`src/rtl/mem_arbiter.sv`:
```
// CPU / program-loader arbiter for a split even/odd byte-lane RAM.
// The loader gets a forced grant after STARVE_LIMIT consecutive waits.
module mem_arbiter #(
    parameter int ADDR_WIDTH   = 13,
    parameter int STARVE_LIMIT = 4
) (
    input  logic                  clk,
    input  logic                  rst,
    input  logic                  cpu_req,
    input  logic [ADDR_WIDTH-1:0] cpu_addr,
    input  logic                  cpu_wr,
    input  logic                  cpu_byt,
    input  logic [15:0]           cpu_wr_data,
    output logic [15:0]           cpu_rd_data,
    output logic                  cpu_stall,
    input  logic                  ldr_req,
    input  logic [ADDR_WIDTH-1:0] ldr_addr,
    input  logic [7:0]            ldr_wr_data,
    output logic                  ldr_ack,
    output logic [ADDR_WIDTH-2:0] addr_lo,
    output logic [ADDR_WIDTH-2:0] addr_hi,
    output logic                  wr_lo,
    output logic                  wr_hi,
    output logic [7:0]            wr_data_lo,
    output logic [7:0]            wr_data_hi,
    input  logic [7:0]            rd_data_lo,
    input  logic [7:0]            rd_data_hi
);

    localparam int CW = $clog2(STARVE_LIMIT + 1);

    typedef enum logic [1:0] {
        G_NONE,
        G_CPU,
        G_LDR
    } grant_t;

    typedef struct packed {
        logic valid;
        logic byt;
        logic lane;
    } sel_t;

    grant_t        grant;
    sel_t          sel;
    logic [CW-1:0] starve_cnt;
    logic          starved;

    assign starved = ldr_req && (starve_cnt == CW'(STARVE_LIMIT));

    always_comb begin
        grant = G_NONE;
        if (rst)
            grant = G_NONE;
        else if (cpu_req && !starved)
            grant = G_CPU;
        else if (ldr_req)
            grant = G_LDR;
    end

    assign cpu_stall = cpu_req && !rst && (grant != G_CPU);
    assign ldr_ack   = (grant == G_LDR);

    // Idle and read cycles keep the CPU address on both lanes.
    always_comb begin
        addr_lo    = cpu_addr[ADDR_WIDTH-1:1];
        addr_hi    = cpu_addr[ADDR_WIDTH-1:1];
        wr_lo      = 1'b0;
        wr_hi      = 1'b0;
        wr_data_lo = cpu_wr_data[7:0];
        wr_data_hi = cpu_byt ? cpu_wr_data[7:0] : cpu_wr_data[15:8];
        case (grant)
            G_CPU: begin
                if (cpu_wr) begin
                    wr_lo = !cpu_byt || !cpu_addr[0];
                    wr_hi = !cpu_byt || cpu_addr[0];
                end
            end
            G_LDR: begin
                addr_lo    = ldr_addr[ADDR_WIDTH-1:1];
                addr_hi    = ldr_addr[ADDR_WIDTH-1:1];
                wr_data_lo = ldr_wr_data;
                wr_data_hi = ldr_wr_data;
                wr_lo      = !ldr_addr[0];
                wr_hi      = ldr_addr[0];
            end
            default: ;
        endcase
    end

    always_ff @(posedge clk) begin
        if (rst) begin
            starve_cnt <= '0;
            sel        <= '0;
        end else begin
            sel.valid <= (grant == G_CPU) && !cpu_wr;
            sel.byt   <= cpu_byt;
            sel.lane  <= cpu_addr[0];
            if (grant == G_LDR || !ldr_req)
                starve_cnt <= '0;
            else if (grant == G_CPU && starve_cnt != CW'(STARVE_LIMIT))
                starve_cnt <= starve_cnt + CW'(1);
        end
    end

    always_comb begin
        cpu_rd_data = 16'h0000;
        if (!rst && sel.valid) begin
            unique case (1'b1)
                !sel.byt:            cpu_rd_data = {rd_data_hi, rd_data_lo};
                sel.byt && !sel.lane: cpu_rd_data = {8'h00, rd_data_lo};
                sel.byt && sel.lane:  cpu_rd_data = {8'h00, rd_data_hi};
            endcase
        end
    end

endmodule

```
`config.mk`:
```
export PLATFORM = sky130hd
export DESIGN_NAME = mem_arbiter
export DESIGN_NICKNAME = d
export VERILOG_FILES = /design/src/rtl/mem_arbiter.sv
export SDC_FILE = /design/constraint.sdc
export NUM_CORES = 1
export LEC_CHECK = 0
export BUFFER_PORTS_ARGS = -buffer_cell sky130_fd_sc_hd__buf_2
export CORE_UTILIZATION = 28
export CTS_CLUSTER_DIAMETER = 30
export DETAILED_ROUTE_END_ITERATION = 10
export GPL_TIMING_DRIVEN = 0
export HOLD_SLACK_MARGIN = 0.05
export PLACE_DENSITY_LB_ADDON = 0.05
export SKIP_CTS_REPAIR_TIMING = 1
export SLEW_MARGIN = 20
export SYNTH_ARGS = -nofsm -noshare
export SYNTH_HDL_FRONTEND = slang
export SYNTH_SLANG_ARGS = --single-unit
```
`constraint.sdc`:
```
create_clock -name clk -period 2.2 [get_ports clk]
set_input_delay 0.11 -clock clk [delete_from_list [all_inputs] [get_ports clk]]
set_output_delay 0.11 -clock clk [all_outputs]
set_load 0.005 [all_outputs]
```
==> results of run 1 <==
registers in the layout, indices dropped and copies added, names as in the netlist:
signal / cells
sel: 3
starve_cnt: 3
final cells by class:
| type | instances | area share [%] |
|---|---|---|
| Multi-Input combinational cell | 107 | 41.1 |
| Timing Repair Buffer | 134 | 36.6 |
| Buffer | 20 | 8.10 |
| Sequential cell | 6 | 6.39 |
| Tap cell | 46 | 3.03 |
| Inverter | 13 | 2.57 |
| Clock buffer | 3 | 2.17 |
logic make-up (layout without fill, tap and decap cells):
kind of cell    after synthesis  in the layout  synth area share (%)
fa+ha+maj                     4              4                  4.82
compound gates               31             31                  18.3
xor+xnor                      1              1                 0.844
buf+inv                      33            170                  17.8
mux                          21             21                  21.7
simple gates                 50             50                  24.9
flops                         6              6                  11.6
path summary, 6_finish.rpt:
| kind | startpoint | cells after the start | endpoint |
|---|---|---|---|
| setup / recovery | starve_cnt[1] | 10 | addr_lo[9] |
| hold / removal | cpu_wr | 2 | sel[2] |
| setup reg to reg | starve_cnt[1] | 7 | starve_cnt[1] |
| hold reg to reg | starve_cnt[0] | 2 | starve_cnt[0] |
routing by layer:
| metal | vias to the layer above | track usage [%] | routed length (microns) |
|---|---|---|---|
| met5 | - | 0 | 0 |
| met4 | 0 | 6.10 | 36 |
| met3 | 4 | 2.74 | 258 |
| met2 | 72 | 30.1 | 1680 |
| met1 | 632 | 17.5 | 1300 |
| li1 | 754 | - | - |
synth_stat cells, drive strengths merged:
cell	count	area share (%)
nand2	20	7.5
buf	19	13
o21ai	16	7.7
inv	13	4.7
mux2	12	13
a21oi	9	4.3
mux2i	9	8.7
and2	8	4.8
nand3	8	3.9
dfxtp	6	12
nor2	5	2.5
ha	4	4.8
nand2b	4	2.4
a32oi	2	1.7
nor2b	2	1.2
nor3	2	1.9
a2111oi	1	1.4
a21boi	1	1.8
a21o	1	0.72
a31oi	1	0.60
clkbuf	1	0.36
nor3b	1	0.72
xnor2	1	0.84
layout by cell type, fill, tap and decap left out:
master / count
sky130_fd_sc_hd__a2111oi_2: 1
sky130_fd_sc_hd__a21boi_4: 1
sky130_fd_sc_hd__a21o_1: 1
sky130_fd_sc_hd__a21oi_1: 9
sky130_fd_sc_hd__a31oi_4: 1
sky130_fd_sc_hd__a32oi_1: 2
sky130_fd_sc_hd__and2_1: 8
sky130_fd_sc_hd__buf_2: 134
sky130_fd_sc_hd__buf_4: 16
sky130_fd_sc_hd__buf_8: 2
sky130_fd_sc_hd__clkbuf_1: 1
sky130_fd_sc_hd__clkbuf_16: 1
sky130_fd_sc_hd__clkbuf_8: 3
sky130_fd_sc_hd__dfxtp_1: 5
sky130_fd_sc_hd__dfxtp_2: 1
sky130_fd_sc_hd__ha_1: 2
sky130_fd_sc_hd__ha_4: 2
sky130_fd_sc_hd__inv_1: 9
sky130_fd_sc_hd__inv_2: 4
sky130_fd_sc_hd__mux2_1: 10
sky130_fd_sc_hd__mux2_4: 2
sky130_fd_sc_hd__mux2i_1: 9
sky130_fd_sc_hd__nand2_1: 19
sky130_fd_sc_hd__nand2_2: 1
sky130_fd_sc_hd__nand2b_1: 4
sky130_fd_sc_hd__nand3_1: 8
sky130_fd_sc_hd__nor2_1: 4
sky130_fd_sc_hd__nor2_4: 1
sky130_fd_sc_hd__nor2b_1: 2
sky130_fd_sc_hd__nor3_2: 2
sky130_fd_sc_hd__nor3b_1: 1
sky130_fd_sc_hd__o21ai_1: 16
sky130_fd_sc_hd__xnor2_1: 1
power by group through the flow:
stage               combinational (mW)  sequential (mW)  clock [mW]
global route                     0.297            0.114       0.167
global placement                 0.252            0.115           0
finish                           0.267            0.114       0.159
detailed placement               0.253            0.115           0
CTS                              0.254            0.114       0.162
floorplan                        0.121            0.115           0
worst reg2reg max path, cell delays in order, from the launching register on:
cell and delay, ns:
sky130_fd_sc_hd__dfxtp_1 0.36, sky130_fd_sc_hd__inv_2 0.06, sky130_fd_sc_hd__ha_4 0.18, sky130_fd_sc_hd__a31oi_4 0.20
sky130_fd_sc_hd__ha_1 0.30, sky130_fd_sc_hd__a21boi_4 0.24, sky130_fd_sc_hd__mux2i_1 0.23, sky130_fd_sc_hd__nor3_2 0.05
through the flow:
stage                     setup WS (ns)  setup TNS [ns]  cell area, sq um
after floorplan                   0.239               0              1040
after global placement           0.0309               0              1750
after detailed placement         0.0345               0              1750
after CTS                        -0.216           -2.97              1790
after global routing            0.00475               0              1900
final                            0.0795               0              1900
==> reports/summary.md, run 1 <==
The run finished with clean final reports. Setup repair after global routing left no endpoint under its margin. After detailed routing, the number of vias per cell comes to 4.44. Cells fill 55.2% of the core in the end. The clock arrives with 0.000519 ns of skew. Summed over all layers, the routed wires come to 3270 microns.

The register bit count reported by yosys works out to 6. The pre-antenna-repair detailed-routing pass consisted of 4 iterations. The switching power of the nets is 0.154 mW. In this run the worst path has a maximum fanout of 6. The tools report the worst slew slack as a fraction of its limit as 71.5%. Timing would allow up to 472 MHz. The path class of the tightest hold or removal check is in -> reg. The total power divided by cell area works out to 284 nW/um^2. The netlist area before placement is 1040 sq um. The detailed router finished its first iteration with 11 violations. For the total via count in the routed design, the log shows 1462.

Class of the most critical setup path: reg -> out. The chip height is 62.9 microns, and the post-synthesis instance total is 146. The count of buffers added on input and output ports is 131. The highest-delay cell along the critical path was sky130_fd_sc_hd__mux2_1.

Required time at the worst-slack endpoint: 2.09 ns. The floorplan die width works out to 62.9 microns. The logs give 0 for the remaining number of nets flagged by the antenna check after routing and 0 for the DRC violation count after routing. Entering global routing, the biggest net connects 11 pins.

The type of origin of the critical path was a register. Combinational share of power: 49.5%. The signal on the critical path passes through inv_2 -> ha_4 -> nand2_1 -> a21o_1 -> inv_2 -> ha_4 -> clkbuf_16 -> mux2_1 -> buf_4 -> buf_2.

The total overflow left after global routing is 0. Delay of the slowest critical-path stage: 0.33 ns. The number of placement rows is 21.

Final number of max-transition violations: 0. The repair_antennas step left the layout with diodes totalling 0. The share of final-layout standard cells stronger than drive strength 1 is 60.8%.

The average wire per standard cell works out to 9.93 microns. The final total power was 0.540 mW; the final period utilization was 96.4%. The layout overhead on the synthesized area was 82.9%; the setup slack of the most critical reg-to-reg path was 0.47 ns. The minimum period implied by the final worst setup slack is 2.12 ns, and the total buffers and inverters traversed by the critical path is 5. In this run the deepest clock path goes through 2 buffers. The first-pass GRT wire length was 5350 microns.

The net count after synthesis was 222; the total leakage power was 1.08 nW. The die area was 3960 sq um; the clock share of power was 29.4%. The placed wire-length estimate is 2620 microns, and the endpoint arrival time on the critical path is 2.01 ns.

Net switching share of the total power: 28.5%. The tools report the cell-internal power as 0.386 mW. In this run the mean area of a mapped cell was 7.11 sq um. The tools report the total routing usage reported by global routing as 16.0%. The initial antenna violation count is 0, and the clock latency on the worst-skew pair is 0.22 ns.

The tools report the sort of element at the end of the critical path as a primary output. The finished layout holds 329 standard cells, fillers aside. The logs give 1302 for the number of global-route vias before repair and 0 for the number of hold violations in the final report. The area of combinational cells with multiple inputs was 781 sq um. Counting tap cells, the placed design contains a total of 323 instances.

After the last flow step, the layout net total stands at 361. Registers are responsible for 21.1% of the overall power. The logs give 0.714 for the placer congestion estimate and 3440 sq um for the area of the placeable core.

During I/O placement, the number of pins put on the boundary was 132. The number of warnings reported in the yosys synthesis log came out at 0. Final hold analysis gives a worst-case slack of 0.0868 ns. The deepest level of the CTS H-tree was 1; the count of filler cells inserted in the layout was 350. Slew at the pin with the worst max-slew slack: 0.427 ns.

After synthesis, flip-flops and latches occupy 11.6% of the total area. The kind of cell with the highest combined delay along the critical path is buffers and inverters. The cell sitting at the root of the clock tree is a sky130_fd_sc_hd__clkbuf_8. TritonCTS created 3 clock buffers. The logs give 0 for the count of final setup violators and 27 for the count of different cell masters after synthesis. Clock tree synthesis found a total of 6 sinks.

Clock-pin slew was measured on the worst setup and hold paths at 0.03 ns. TritonCTS built the clock tree. For this configuration, the core starts out at a cell density of 30.2%. In the final layout, flip-flops and latches occupy 121 sq um. Across the VDD grid, the largest voltage drop is 0.115 mV. Max-cap violations in this run came to 0.
No activity file was read; power rests on OpenSTA's default activity.
==> inputs of run 2 (changes only) <==
--- a/config.mk
+++ b/config.mk
@@ -5,13 +5,14 @@
 export SDC_FILE = /design/constraint.sdc
 export NUM_CORES = 1
 export LEC_CHECK = 0
+export ABC_AREA = 1
 export BUFFER_PORTS_ARGS = -buffer_cell sky130_fd_sc_hd__buf_2
 export CORE_UTILIZATION = 28
 export CTS_CLUSTER_DIAMETER = 30
 export DETAILED_ROUTE_END_ITERATION = 10
 export GPL_TIMING_DRIVEN = 0
 export HOLD_SLACK_MARGIN = 0.05
-export PLACE_DENSITY_LB_ADDON = 0.05
+export PLACE_DENSITY_LB_ADDON = 0.3
 export SKIP_CTS_REPAIR_TIMING = 1
 export SLEW_MARGIN = 20
 export SYNTH_ARGS = -nofsm -noshare
==> run 2 against run 1 <==
  * Flip-flop and latch count unchanged
  * Critical endpoint is now addr_lo[4]
  * Highest routed layer unchanged
  * Via count increased by 17%
  * Largest cell class unchanged
  * Synthesized cell count increased by 39%
  * Wire length increased by 17%
  * Worst setup slack improved by 0.038 ns
  * Sequential power about the same
==> reports/summary.md, run 2 <==
The flow ran to the end, and the final reports show no timing, DRC or antenna violations. Highest-count cells in the layout ignoring fill and taps: sky130_fd_sc_hd__buf_2 (130), sky130_fd_sc_hd__nand2_1 (91), sky130_fd_sc_hd__nor2_1 (17), sky130_fd_sc_hd__inv_1 (16), sky130_fd_sc_hd__buf_4 (15) (was sky130_fd_sc_hd__buf_2 (134), sky130_fd_sc_hd__nand2_1 (19), sky130_fd_sc_hd__buf_4 (16), sky130_fd_sc_hd__o21ai_1 (16), sky130_fd_sc_hd__mux2_1 (10)). The tools report the startpoint of the lowest-slack register-to-register path as starve_cnt[0] (was starve_cnt[1]).

The clock-pin transition on the worst setup and hold timing paths came out at 0.04 ns (was 0.03 ns). The area fraction in and, or, nand and nor cells after synthesis is 45.4% (was 24.9%). The die area is 4030 sq um (was 3960 sq um).

The run gives 0 (unchanged) as the count of inserted antenna diode cells. For the worst slew slack as a fraction of its limit, the log shows 83.6% (was 71.5%). Type of origin of the critical path: a register (unchanged). For the initial antenna violation count, the log shows 0 (unchanged). The tools report the DRC violation count after routing as 0 (unchanged). The tools report the count of different cell masters after synthesis as 19 (was 27).

The cell type with the largest total area after synthesis was sky130_fd_sc_hd__nand2_1 (was sky130_fd_sc_hd__mux2_1). The number of vias per cell is 4.46 (was 4.44). For the number of placed cells counting well taps, the log shows 379 (was 323). The most frequent standard cell in the layout excluding fill and tap cells was sky130_fd_sc_hd__buf_2 (unchanged). The dominant register cell in the synthesized netlist is sky130_fd_sc_hd__dfxtp_1 (unchanged). The run gives 0 (unchanged) as the total global routing overflow.

Clock latency on the worst-skew pair: 0.22 ns (about the same). The final setup skew is 0.00329 ns (was 0.000519 ns), and the adder-cell share of the synthesized area is 4.73% (was 4.82%). The non-filler instance count after layout is 383 (was 329), and the share of final-layout standard cells stronger than drive strength 1 is 50.1% (was 60.8%). Chain of cells forming the critical path: inv_2 -> ha_4 -> nand2_4 -> o21ai_4 -> inv_1 -> nor2_2 -> ha_2 -> inv_2 -> buf_6 -> nand2_1 -> nand2_1 -> buf_4 -> buf_2 (was inv_2 -> ha_4 -> nand2_1 -> a21o_1 -> inv_2 -> ha_4 -> clkbuf_16 -> mux2_1 -> buf_4 -> buf_2). The run gives 54.0% (was 55.2%) as the final design utilization. The capture point of the worst path is addr_lo[4] (was addr_lo[9]). The register bit count reported by yosys was 6 (unchanged); the final number of max-transition violations was 0 (unchanged). Destination of the worst register-to-register timing path: starve_cnt[2] (was starve_cnt[1]).

The start point of the critical path is starve_cnt[0] (was starve_cnt[1]). The count of input and output buffers is 130 (was 131). The root buffer selected by CTS was sky130_fd_sc_hd__clkbuf_8 (unchanged).

For the TritonCTS buffer count, the log shows 3 (unchanged). The starting utilization of the core area is 30.5% (was 30.2%), and the total via count in the routed design is 1709 (was 1462). Sequential element share of the synthesized area: 11.4% (was 11.6%). The class of the most critical setup path was reg -> out (unchanged).

For the total leakage power, the log shows 1.18 nW (was 1.08 nW). The layout overhead on the synthesized area works out to 77.0% (was 82.9%). The share of the synthesized netlist area taken by xor and xnor gates is 0% (was 0.843%), and the top-level port count is 132 (unchanged).

The delay of the slowest critical-path stage works out to 0.33 ns (about the same). The run gives 203 (was 146) as the post-synthesis instance total. The run gives 17.8% (was 16.0%) as the total routing usage reported by global routing.

The mux share of post-synthesis cell area was 0% (was 21.7%); the detailed router's first-iteration violation count was 28 (was 11). Count of cells along the worst register-to-register path: 11 (was 7). The largest net degree at the start of global routing came out at 11 (unchanged). The required time at the worst-slack endpoint was 2.09 ns (about the same); the number of search-and-repair iterations in the first detailed-routing pass was 4 (unchanged). The slew at the pin with the worst max-slew slack is 0.246 ns (was 0.427 ns). The number of global-route vias before repair was 1464 (was 1302); the floorplan die width was 63.5 microns (was 62.9 microns). Total power divided by cell area: 294 nW/um^2 (was 284 nW/um^2). The proportion of synthesized flip-flops having asynchronous set or reset came out at 0% (unchanged). TritonCTS built the clock tree.

The run gives 3140 microns (was 2620 microns) as the placed wire-length estimate. The minimum period implied by the final worst setup slack is 2.08 ns (was 2.12 ns). The highest-delay cell along the critical path was sky130_fd_sc_hd__dfxtp_1 (was sky130_fd_sc_hd__mux2_1). The run gives 1 (unchanged) as the deepest level of the CTS H-tree. The sort of element at the end of the critical path is a primary output (unchanged). The area share of the largest cell type after synthesis is 33.0% (was 13.0%). Maximum achievable frequency: 480 MHz (was 472 MHz). The first-pass GRT wire length was 5870 microns (was 5350 microns). The worst supply voltage drop on vdd was 0.114 mV (was 0.115 mV).

The placer congestion estimate is 0.794 (was 0.714), and the number of placement rows is 21 (unchanged). The logs give 3830 microns (was 3270 microns) for the final wirelength and 0.53 ns (was 0.47 ns) for the setup slack of the most critical reg-to-reg path. The tools report the number of hold violations in the final report as 0 (unchanged). The count of final setup violators is 0 (unchanged), and the average wire per standard cell is 10.0 microns (was 9.93 microns). The number of nets in the layout is 415 (was 361), and the reported max-cap violation count is 0 (unchanged). Most numerous cell types in the synthesized netlist: sky130_fd_sc_hd__nand2_1 (93), sky130_fd_sc_hd__nor2_1 (19), sky130_fd_sc_hd__inv_1 (18) (was sky130_fd_sc_hd__nand2_1 (19), sky130_fd_sc_hd__o21ai_1 (16), sky130_fd_sc_hd__buf_4 (15)). The run gives 1.97 ns (was 2.01 ns) as the endpoint arrival time on the critical path. The top fanout value on the critical path is 10 (was 6). The remaining number of nets flagged by the antenna check after routing was 0 (unchanged); the maximum number of buffers from clock root to sink was 2 (unchanged). The path class of the lowest-slack min-delay path was in -> reg (unchanged). The chip height was 63.5 microns (was 62.9 microns); the netlist area before placement was 1060 sq um (was 1040 sq um).

The final period utilization was 94.7% (was 96.4%); the number of clock sinks was 6 (unchanged). The main combinational cell family by area after synthesis is simple AND/OR/NAND/NOR gates (unchanged). The area of the placeable core is 3470 sq um (was 3440 sq um). Top Registers: sel x3, starve_cnt x3 (unchanged). Share of the synthesized area in compound gates (AO/OA/AOI/OAI): 16.4% (was 18.3%). Top cells by area, synth: sky130_fd_sc_hd__nand2_1 (33%), sky130_fd_sc_hd__dfxtp_1 (11%), sky130_fd_sc_hd__buf_4 (9.2%) (was sky130_fd_sc_hd__mux2_1 (13%), sky130_fd_sc_hd__dfxtp_1 (12%), sky130_fd_sc_hd__buf_4 (11%)).

For the number of warnings reported in the yosys synthesis log, the log shows 0 (unchanged). The dominant cell by count in the synthesized netlist was sky130_fd_sc_hd__nand2_1 (unchanged). The number of synthesized flops with an enable pin is 0 (unchanged), and the net count after synthesis is 279 (was 222).

The synthesized area per cell is 5.21 sq um (was 7.11 sq um).
[run 2: cell type report]
type	count	area [sq um]
plain buffers	20	165
clock buffers	3	41.3
fillers	363	1600
inverters	22	87.6
multi-input cells	155	742
flip-flops and latches	6	120
well taps	46	57.6
repair buffers	131	658
[run 2: worst min-delay path by stage]
stage	startpoint	end	depth (start not counted)
5_1_grt	cpu_wr	sel[2]	2
4_1_cts	cpu_wr	sel[2]	2
2_1_floorplan	rst	sel[1]	1
6_report	cpu_wr	sel[2]	2
3_5_place_dp	cpu_wr	sel[2]	2
3_3_place_gp	cpu_wr	sel[2]	2
[run 2: cell families (layout without fill, tap and decap cells)]
| family | after synthesis | count (layout) |
|---|---|---|
| flops | 6 | 6 |
| buf+inv | 42 | 176 |
| compound gates | 30 | 30 |
| simple gates | 121 | 121 |
| fa+ha+maj | 4 | 4 |
[run 2: metal layers]
metal  track usage (%)  share of wire (%)
met5                 0                  0
met1              19.1                 39
met4              6.82                1.5
met2              32.8                 50
met3              4.53                9.7
[run 2: metrics by stage]
step	hold slack, ns	area, sq um	TNS [ns]	power (mW)	setup WS [ns]
3_5_place_dp	0.291	1770	0	0.381	0.166
2_1_floorplan	0.181	1060	0	0.241	0.419
6_report	0.0651	1870	0	0.550	0.117
4_1_cts	0.0614	1810	-1.02	0.548	-0.0836
3_3_place_gp	0.291	1770	0	0.380	0.190
5_1_grt	0.0798	1870	-0.0163	0.594	-0.00868
[run 2: where the power goes]
| part | switching, mW | internal (mW) |
|---|---|---|
| Combinational | 0.127 | 0.147 |
| Clock | 0.0447 | 0.117 |
| Sequential | 0.00189 | 0.113 |
[run 2: critical path: cells and delay by family (launching register included)]
family,cells,cell delay (ns)
buffers and inverters,6,0.61
adder cells (fa/ha/maj),2,0.37
AO/OA/AOI/OAI,1,0.18
flip-flops,1,0.33
AND/OR/NAND/NOR,4,0.26
